[src/rtl/adc_spi_responder.sv]
// SPI mode-0 responder for the serial temperature ADC link.
// Oversamples CS_n/SCLK and shifts the held sample out MSB-first.
module adc_spi_responder #(
    parameter int DATA_W      = 8,
    parameter int LEAD_ZEROS  = 1,
    parameter int SYNC_STAGES = 2
) (
    input  logic              clk,
    input  logic              rst,
    input  logic [DATA_W-1:0] sample_in,
    input  logic              sample_valid,
    input  logic              cs_n_in,
    input  logic              sclk_in,
    output logic              miso_out,
    output logic              miso_oe,
    output logic              busy,
    output logic              data_fresh,
    output logic              frame_done,
    output logic              frame_abort,
    output logic              overrun
);

    localparam int SW = LEAD_ZEROS + DATA_W;
    localparam int CW = $clog2(SW + 1);
    localparam logic [CW-1:0] LAST_C = CW'(SW - 1);
    localparam logic [CW-1:0] PEN_C  = CW'(SW - 2);

    typedef enum logic [1:0] {
        IDLE,
        SHIFT,
        TAIL
    } state_t;

    state_t              state_q;
    logic [SW-1:0]       shift_q;
    logic [CW-1:0]       count_q;
    logic [DATA_W-1:0]   hold_q;
    logic                fresh_q;
    logic                miso_q;
    logic                oe_q;
    logic                busy_q;
    logic                done_q;
    logic                abort_q;
    logic                ovr_q;

    logic [SYNC_STAGES-1:0] cs_sync_q;
    logic [SYNC_STAGES-1:0] sclk_sync_q;
    logic                   cs_prev_q;
    logic                   sclk_prev_q;

    // Synchronizers track the pins even in reset, so no false edge follows reset.
    always_ff @(posedge clk) begin
        cs_sync_q   <= {cs_sync_q[SYNC_STAGES-2:0], cs_n_in};
        sclk_sync_q <= {sclk_sync_q[SYNC_STAGES-2:0], sclk_in};
        cs_prev_q   <= cs_sync_q[SYNC_STAGES-1];
        sclk_prev_q <= sclk_sync_q[SYNC_STAGES-1];
    end

    logic cs_fall;
    logic cs_rise;
    logic sclk_fall;

    assign cs_fall   = cs_prev_q & ~cs_sync_q[SYNC_STAGES-1];
    assign cs_rise   = ~cs_prev_q & cs_sync_q[SYNC_STAGES-1];
    assign sclk_fall = sclk_prev_q & ~sclk_sync_q[SYNC_STAGES-1];

    logic [SW-1:0] load_d;
    logic [SW-1:0] shift_d;

    assign load_d  = SW'(hold_q);
    assign shift_d = {shift_q[SW-2:0], 1'b0};

    always_ff @(posedge clk) begin
        if (rst) begin
            state_q <= IDLE;
            shift_q <= '0;
            count_q <= '0;
            hold_q  <= '0;
            fresh_q <= 1'b0;
            miso_q  <= 1'b0;
            oe_q    <= 1'b0;
            busy_q  <= 1'b0;
            done_q  <= 1'b0;
            abort_q <= 1'b0;
            ovr_q   <= 1'b0;
        end else begin
            done_q  <= 1'b0;
            abort_q <= 1'b0;
            ovr_q   <= sample_valid & fresh_q;
            if (sample_valid) begin
                hold_q  <= sample_in;
                fresh_q <= 1'b1;
            end
            unique case (state_q)
                IDLE: begin
                    if (cs_fall) begin
                        state_q <= SHIFT;
                        shift_q <= load_d;
                        count_q <= '0;
                        oe_q    <= 1'b1;
                        busy_q  <= 1'b1;
                        miso_q  <= load_d[SW-1];
                        if (!sample_valid) begin
                            fresh_q <= 1'b0;
                        end
                    end
                end
                SHIFT, TAIL: begin
                    // CS release outranks a coincident SCLK fall.
                    if (cs_rise) begin
                        state_q <= IDLE;
                        oe_q    <= 1'b0;
                        busy_q  <= 1'b0;
                        miso_q  <= 1'b0;
                        if (count_q >= LAST_C) begin
                            done_q <= 1'b1;
                        end else begin
                            abort_q <= 1'b1;
                        end
                    end else if (sclk_fall) begin
                        shift_q <= shift_d;
                        miso_q  <= shift_d[SW-1];
                        if (state_q == SHIFT) begin
                            count_q <= count_q + 1'b1;
                            if (count_q == PEN_C) begin
                                state_q <= TAIL;
                            end
                        end
                    end
                end
                default: state_q <= IDLE;
            endcase
        end
    end

    assign miso_out    = miso_q;
    assign miso_oe     = oe_q;
    assign busy        = busy_q;
    assign data_fresh  = fresh_q;
    assign frame_done  = done_q;
    assign frame_abort = abort_q;
    assign overrun     = ovr_q;

endmodule

[config.mk]
export PLATFORM = sky130hd
export DESIGN_NAME = adc_spi_responder
export DESIGN_NICKNAME = d
export VERILOG_FILES = /design/src/rtl/adc_spi_responder.sv
export SDC_FILE = /design/constraint.sdc
export NUM_CORES = 1
export LEC_CHECK = 0
export ABC_AREA = 1
export CORE_ASPECT_RATIO = 1.5
export CORE_UTILIZATION = 53
export DETAILED_ROUTE_END_ITERATION = 8
export PLACE_DENSITY = 0.78
export SKIP_CTS_REPAIR_TIMING = 1
export SYNTH_ARGS = -nofsm -noshare
export SYNTH_HDL_FRONTEND = slang
export SYNTH_SLANG_ARGS = --single-unit
export TNS_END_PERCENT = 30
[constraint.sdc]
create_clock -name clk -period 2.3 [get_ports clk]
set_clock_uncertainty 0.15 [all_clocks]
set_input_delay 0.575 -clock clk [delete_from_list [all_inputs] [get_ports clk]]
set_output_delay 0.575 -clock clk [all_outputs]
set_load 0.05 [all_outputs]
==> impl_metrics.yaml, run 1 <==
outcome:
  status: "completed"
placed_design:
  dp_hpwl_um: 1870
  io_buffers: 19
  finalWeightedCongestion: 0.862
  pre_cts_ws_ns: 0.387
die:
  start_util: 0.576
  rows: 22
  die_h_um: 65.9
  ios: 20
  die_w_um: 44.6
  die-area_mm2: 0.00294
  fp.coreArea_mm2: 0.00250
global_routing:
  grt_usage: 0.218
  grt_antenna_before_repair: 0
  grt_pass1_wl_um: 4610
  grt_max_degree: 25
  grt_pass1_vias: 1173
  overflow: 0
power_and_ir_drop:
  leakagePower_nw: 0.799
  pwr_density_cell_mw_per_mm2: 1370
  ir_drop_mv: 0.759
  p_total_mw: 2.35
detailed_routing:
  viasPerCell: 4.87
  drc_errors: 0
  drt_iter0_drc: 33
  dr.pass1.iters: 4
  routed_wl_um: 2610
  vias: 1222
  wire_per_inst_um: 10.4
  antenna_left: 0
timing:
  rsz0062_at_grt: "false"
  hold_viol_final: 0
  period_share: 0.973
  slew_headroom: 0.666
  fmax_ghz: 0.447
  period_minus_slack_ns: 2.24
  finalSetupTns_ns: 0
  setup-violations-final: 0
  worst_pin_slew_ns: 0.500
  fin_ws_ns: 0.0627
  maxSlewViolCount: 0
yosys:
  syn_inst: 192
  yosysSeqAreaShare: 0.472
  syn_area_per_cell_um2: 7.51
  synth_cell_types: 21
  synth_area_leaders: "dfxtp_1, nor2_1, nand2_1, mux2i_1, inv_1"
  synth_nets: 209
  synth_seq_cells: 34
  syn_area_mm2: 0.00144
  ys_warn_count: 0
  synth_top_area_share: 0.472
  yosys.area.top_type: "dfxtp_1"
clocking:
  clk_latency_ns: 0.34
  clockBufferDepth: 2
  cts.sinks: 34
  clkTransAtPathRegs_ns: 0.11
  htree_levels: 2
  cts_buffers: 5
  cts_tree: "yes"
  root_buffer: "clkbuf_4"
cells_and_area:
  area.growth.synth_to_final_pct: 19.2
  nets: 231
  final_util: 0.686
  drive_above_1_share: 0.0930
  antenna_cells: 0
setup_path:
  cp_slowest_cell: "clkdlybuf4s50_1"
  worstPathMaxFanout: 3
  cp-start-kind: "register"
  timing_worst_setup_path_type: "register to primary output"
  crit_buf_inv: 1
  arrival_ns: 1.51
  cp-end-kind: "primary output"
  crit_required_ns: 1.57
  path_cells: "clkdlybuf4s50_1"
  cpPeakStageDelay_ns: 0.81
  crit_family: "buffers and inverters"
job:
  max-cap-violations: 0
worst_hold_path:
  hold_class: "register to register"
## cells in the mapped netlist, drive strengths merged
| cell type | number |
|---|---|
| a21oi | 7 |
| buf | 6 |
| clkbuf | 1 |
| clkinv | 1 |
| dfxtp | 34 |
| ha | 4 |
| inv | 17 |
| mux2i | 7 |
| nand2 | 43 |
| nand3 | 7 |
| nand4 | 1 |
| nor2 | 50 |
| nor3 | 2 |
| o21ai | 12 |
## report_power, final
group / internal (mW) / total, mW / switching (mW)
combinational: 0.430 / 1.19 / 0.758
sequential: 0.735 / 0.810 / 0.0749
clock: 0.147 / 0.351 / 0.204
total: 1.31 / 2.35 / 1.04
## cell families after synthesis
family,Yosys count,synth area share
AOI/OAI and AO/OA,19,0.0685
DFF,34,0.472
and+or+nand+nor,103,0.297
adders and majority gates,4,0.0347
buffers and inverters,25,0.0798
muxes,7,0.0486
## registers in the layout (all words and copies together), names as in the netlist
signal / count
state_q: 2
shift_q: 8
frame_done: 1
sclk_sync_q: 2
busy: 1
data_fresh: 1
miso_out: 1
frame_abort: 1
cs_prev_q: 1
hold_q: 8
sclk_prev_q: 1
overrun: 1
count_q: 4
cs_sync_q: 2
## cell type report
type                       instances  area (um2)
fill                             205         786
sequential                        34         681
clock buffer                       6        51.3
tap                               36        45.0
timing repair buffer              22         215
multi-input combinational        133         647
clock inverter                     2        12.5
inverter                          18        67.6
## cell usage in the layout (no fill, tap or decap)
| cell | instances |
|---|---|
| inv_1 | 15 |
| o21ai_2 | 1 |
| inv_2 | 2 |
| nor2_1 | 48 |
| clkdlybuf4s50_1 | 18 |
| clkinv_2 | 1 |
| clkinvlp_4 | 1 |
| clkbuf_4 | 5 |
| nand3_2 | 1 |
| nor2_4 | 2 |
| clkinv_1 | 1 |
| dfxtp_1 | 34 |
| ha_1 | 4 |
| o21ai_0 | 11 |
| nand2_1 | 40 |
| a21oi_1 | 7 |
| clkbuf_8 | 1 |
| dlymetal6s2s_1 | 1 |
| nand4_1 | 1 |
| nor3_1 | 2 |
| nand2_2 | 3 |
| buf_4 | 3 |
| nand3_1 | 6 |
| mux2i_1 | 7 |
## routing by layer
metal / global-route usage / wire length (um) / up-vias
met5: 0 / 0 / -
li1: - / - / 640
met4: 0.155 / 76 / 0
met3: 0.0601 / 94 / 7
met1: 0.208 / 1080 / 550
met2: 0.384 / 1350 / 25
## metrics by stage
stage	std cells	cell area, um2	hold WS (ns)
2_1_floorplan	192	1440	0.160
3_3_place_gp	243	1650	0.160
3_5_place_dp	243	1650	0.170
4_1_cts	251	1720	0.197
5_1_grt	251	1720	0.198
6_report	251	1720	0.194
## path summary, 6_finish.rpt
check                             to  depth (start not counted)  slack, ns                     from
max                       data_fresh                          1       0.06    data_fresh$_SDFF_PP0_
min             cs_sync_q[1]$_DFF_P_                          0       0.19     cs_sync_q[0]$_DFF_P_
max reg2reg  shift_q[4]$_SDFFE_PP0P_                          7       0.42  state_q[0]$_SDFFE_PP0P_
min reg2reg     cs_sync_q[1]$_DFF_P_                          0       0.19     cs_sync_q[0]$_DFF_P_
Power figures use the tool's default switching activity.
==> inputs of run 2 (changes only) <==
--- a/config.mk
+++ b/config.mk
@@ -7,9 +7,9 @@
 export LEC_CHECK = 0
 export ABC_AREA = 1
 export CORE_ASPECT_RATIO = 1.5
-export CORE_UTILIZATION = 53
+export CORE_UTILIZATION = 48
 export DETAILED_ROUTE_END_ITERATION = 8
-export PLACE_DENSITY = 0.78
+export PLACE_DENSITY = 0.74
 export SKIP_CTS_REPAIR_TIMING = 1
 export SYNTH_ARGS = -nofsm -noshare
 export SYNTH_HDL_FRONTEND = slang
==> constraint.sdc (replaced) <==
create_clock -name clk -period 2 [get_ports clk]
set_clock_uncertainty 0.15 [all_clocks]
set_input_delay 0.5 -clock clk [delete_from_list [all_inputs] [get_ports clk]]
set_output_delay 0.5 -clock clk [all_outputs]
set_load 0.05 [all_outputs]
==> impl_metrics.yaml, run 2 (synthesis gave the netlist of run 1 again) <==
detailed_routing:
  dr.pass1.iters: 5
  drc_errors: 0
  viasPerCell: 4.73
  drt_iter0_drc: 26
  vias: 1212
  wire_per_inst_um: 10.6
  antenna_left: 0
  routed_wl_um: 2710
cells_and_area:
  drive_above_1_share: 0.129
  antenna_cells: 0
  area.growth.synth_to_final_pct: 21.9
  top_regs: "hold_q (8), shift_q (8), count_q (4)"
  final_cell_mix: "nor2_1, nand2_1, dfxtp_1"
  fillers: 293
  fin_area_mm2: 0.00176
  nets: 233
  final_common_cell: "nor2_1"
clocking:
  root_buffer: "clkbuf_8"
  clk_latency_ns: 0.29
  htree_levels: 2
  cts_tree: "yes"
  cts_buffers: 5
  clkTransAtPathRegs_ns: 0.07
  clockBufferDepth: 2
  cts.sinks: 34
power_and_ir_drop:
  switching_power_mw: 1.20
  p_sw_frac: 0.423
  leakagePower_nw: 0.824
  p_int_mw: 1.63
  pwr_density_cell_mw_per_mm2: 1610
  combPwrFrac: 0.486
  clkPwrFrac: 0.183
  ir_drop_mv: 0.923
  seqPwrFrac: 0.332
  p_total_mw: 2.83
placed_design:
  dpl_cell_area_mm2: 0.00167
  pre_cts_ws_ns: 0.224
  finalWeightedCongestion: 0.905
  io_buffers: 19
  dp_hpwl_um: 1960
setup_path:
  arrival_ns: 1.82
  crit_buf_inv: 3
  cp-end-kind: "register"
  worstPathMaxFanout: 8
  cp_slowest_cell: "ha_1"
  cpMostUsedCell: "nand2_1"
  crit_required_ns: 2.04
  cpPeakStageDelay_ns: 0.40
  timing_worst_setup_path_type: "register to register"
  path_cells: "inv_1 -> ha_1 -> inv_2 -> nor2_1 -> nor2_1 -> nand3_2 -> nand2_1 -> nand2_1 -> nand2_1 -> inv_1"
  reg2reg_slack_ns: 0.22
  cp-start-kind: "register"
  crit_family: "simple AND/OR/NAND/NOR gates"
die:
  die_w_um: 46.8
  ios: 20
  fp.coreArea_mm2: 0.00288
  start_util: 0.500
  die_h_um: 69.1
  die-area_mm2: 0.00323
  rows: 24
timing:
  worst_pin_slew_ns: 0.345
  fmax_ghz: 0.563
  slew_headroom: 0.769
  fin_ws_ns: 0.223
  period_share: 0.889
  rsz0062_at_grt: "false"
  maxSlewViolCount: 0
  finalSetupTns_ns: 0
  period_minus_slack_ns: 1.78
  setup-violations-final: 0
  hold_viol_final: 0
job:
  max-cap-violations: 0
worst_hold_path:
  hold_class: "register to register"
global_routing:
  grt_pass1_wl_um: 4650
  overflow: 0
  grt_antenna_before_repair: 0
  grt_usage: 0.201
  grt_max_degree: 25
  grt_pass1_vias: 1132
outcome:
  status: "completed"
-- run 2: final timing paths --
kind / from / cells after the start / end
max: state_q[0]$_SDFFE_PP0P_ / 10 / count_q[2]$_SDFFE_PP0P_
min: sclk_sync_q[0]$_DFF_P_ / 0 / sclk_sync_q[1]$_DFF_P_
max reg2reg: state_q[0]$_SDFFE_PP0P_ / 10 / count_q[2]$_SDFFE_PP0P_
min reg2reg: sclk_sync_q[0]$_DFF_P_ / 0 / sclk_sync_q[1]$_DFF_P_
-- run 2: metrics by stage --
| step | hold WS, ns | std cells | utilization |
|---|---|---|---|
| finish | 0.177 | 256 | 0.610 |
| global route | 0.184 | 256 | 0.610 |
| CTS | 0.179 | 256 | 0.610 |
| detailed placement | 0.162 | 248 | 0.578 |
| global placement | 0.160 | 248 | 0.578 |
| floorplan | 0.160 | 192 | - |
-- run 2: cell type report --
| class | count | area (um2) | share of cell area |
|---|---|---|---|
| Inverter | 18 | 67.6 | 0.0384 |
| Sequential cell | 34 | 681 | 0.387 |
| Clock buffer | 7 | 86.3 | 0.0491 |
| Tap cell | 39 | 48.8 | 0.0278 |
| Multi-Input combinational cell | 133 | 647 | 0.368 |
| Clock inverter | 1 | 5.00 | 0.00285 |
| Timing Repair Buffer | 24 | 223 | 0.127 |
-- run 2: power groups by stage --
stage               clock network (mW)  logic, mW  registers, mW
floorplan                            0       1.07           1.02
global placement                     0       1.33          0.943
detailed placement                   0       1.37          0.951
CTS                              0.533       1.38          0.940
finish                           0.517       1.37          0.938
global route                     0.556       1.56          0.959
-- run 2: routing by layer --
metal / global-route usage / vias up / part of all wire
li1: - / 639 / -
met5: 0 / - / 0
met4: 0.124 / 0 / 0.028
met1: 0.218 / 544 / 0.42
met3: 0.0576 / 6 / 0.035
met2: 0.321 / 23 / 0.52
==> inputs of run 3 (changes only) <==
--- a/config.mk
+++ b/config.mk
@@ -7,9 +7,8 @@
 export LEC_CHECK = 0
 export ABC_AREA = 1
 export CORE_ASPECT_RATIO = 1.5
-export CORE_UTILIZATION = 48
+export CORE_UTILIZATION = 35
 export DETAILED_ROUTE_END_ITERATION = 8
-export PLACE_DENSITY = 0.74
 export SKIP_CTS_REPAIR_TIMING = 1
 export SYNTH_ARGS = -nofsm -noshare
 export SYNTH_HDL_FRONTEND = slang
==> impl_metrics.yaml, run 3 (synthesis gave the netlist of run 1 again) <==
detailed_routing:
  vias: 1203
  wire_per_inst_um: 10.3
  viasPerCell: 4.61
  dr.pass1.iters: 4
  antenna_left: 0
  drc_errors: 0
  routed_wl_um: 2690
  drt_iter0_drc: 13
setup_path:
  cpMostUsedCell: "nand2_1"
  cp-start-kind: "register"
  r2r-start: "state_q[0]$_SDFFE_PP0P_"
  crit_family: "simple AND/OR/NAND/NOR gates"
  cpPeakStageDelay_ns: 0.40
  cp-end-kind: "register"
  path_cells: "inv_1 -> ha_2 -> nor2_1 -> nor2_1 -> nand3_2 -> nand2_1 -> nand2_1 -> nand2_1 -> inv_1"
  arrival_ns: 1.74
  startpoint: "state_q[0]$_SDFFE_PP0P_"
  timing_worst_setup_path_type: "register to register"
  worstPathMaxFanout: 8
  crit_buf_inv: 2
  crit_required_ns: 2.04
  cp_slowest_cell: "ha_2"
placed_design:
  dp_hpwl_um: 1950
  io_buffers: 19
  place_inst: 254
  finalWeightedCongestion: 0.845
  pre_cts_ws_ns: 0.243
global_routing:
  top_usage_layer: "met2"
  grt_pass1_vias: 1193
  grt_usage: 0.156
  grt_max_degree: 25
  met3_usage: 0.0417
  grt_pass1_wl_um: 4950
  grtUsageMet1: 0.171
  overflow: 0
  grt.met2_usage: 0.254
  grt_antenna_before_repair: 0
cells_and_area:
  multi_input_area_um2: 649
  seq_area_um2: 681
  final_common_cell: "nor2_1"
  final_cell_mix: "nor2_1, nand2_1, dfxtp_1"
  area.growth.synth_to_final_pct: 21.7
  drive_above_1_share: 0.134
  top_regs: "hold_q (8), shift_q (8), count_q (4)"
  fillers: 405
  antenna_cells: 0
  stdcell_count: 261
  nets: 233
timing:
  fin_ws_ns: 0.299
  fmax_ghz: 0.588
  setup-violations-final: 0
  period_minus_slack_ns: 1.70
  rsz0062_at_grt: "false"
  maxSlewViolCount: 0
  finalSetupTns_ns: 0
  period_share: 0.851
  slew_headroom: 0.767
  hold_viol_final: 0
  hold_slack_ns: 0.179
  worst_pin_slew_ns: 0.349
worst_hold_path:
  hold_class: "register to register"
  holdCritStartpoint: "sclk_sync_q[0]$_DFF_P_"
die:
  start_util: 0.364
  ios: 20
  die_w_um: 54.4
  die_h_um: 80.6
  fp.coreArea_mm2: 0.00396
  die-area_mm2: 0.00439
  rows: 28
clocking:
  clockBufferDepth: 2
  clkTransAtPathRegs_ns: 0.07
  cts_tree: "yes"
  cts_buffers: 5
  root_buffer: "clkbuf_8"
  cts.sinks: 34
  htree_levels: 2
  clk_latency_ns: 0.29
outcome:
  status: "completed"
power_and_ir_drop:
  pwr_density_cell_mw_per_mm2: 1590
  ir_drop_mv: 0.768
  leakagePower_nw: 0.818
job:
  max-cap-violations: 0
## run 3: changes by cell type in the layout (fill, tap and decap cells not counted)
cell and delta:
clkbuf_1 -1, ha_2 +1, clkinv_2 +1, clkbuf_8 -1, ha_1 -1
## run 3: per-layer routing
layer	up-vias	share of wire
met2	20	0.50
li1	639	-
met3	7	0.032
met4	0	0.035
met5	-	0
met1	537	0.44
## run 3: path summary, 6_finish.rpt
check,endpoint,slack [ns],cells past startpoint
hold / removal,sclk_sync_q[1]$_DFF_P_,0.18,0
setup reg to reg,count_q[2]$_SDFFE_PP0P_,0.30,9
hold reg to reg,sclk_sync_q[1]$_DFF_P_,0.18,0
setup / recovery,count_q[2]$_SDFFE_PP0P_,0.30,9
## run 3: worst register-to-register path, cell delays in order (launching register included)
cell,delay [ns]
dfxtp_1,0.35
inv_1,0.06
ha_2,0.40
nor2_1,0.09
nor2_1,0.17
nand3_2,0.17
nand2_1,0.10
nand2_1,0.05
nand2_1,0.05
inv_1,0.03
## run 3: power by group
group | leakage, nW | switching, mW | internal (mW)
Clock | 0.0438 | 0.242 | 0.233
Sequential | 0.282 | 0.0890 | 0.847
Combinational | 0.493 | 0.858 | 0.518
Total | 0.818 | 1.19 | 1.60
## run 3: metrics by stage
stage | power [mW] | instance area (um2) | util
3_3_place_gp | 2.30 | 1670 | 0.423
4_1_cts | 2.81 | 1750 | 0.443
6_report | 2.79 | 1760 | 0.443
5_1_grt | 3.08 | 1760 | 0.443
2_1_floorplan | 2.09 | 1440 | -
3_5_place_dp | 2.33 | 1670 | 0.423
## run 3: cell type report
cell class / count / area share
flip-flops and latches: 34 / 0.388
multi-input cells: 133 / 0.370
repair buffers: 24 / 0.127
clock buffers: 5 / 0.0392
inverters: 18 / 0.0385
well taps: 45 / 0.0321
clock inverters: 2 / 0.00570
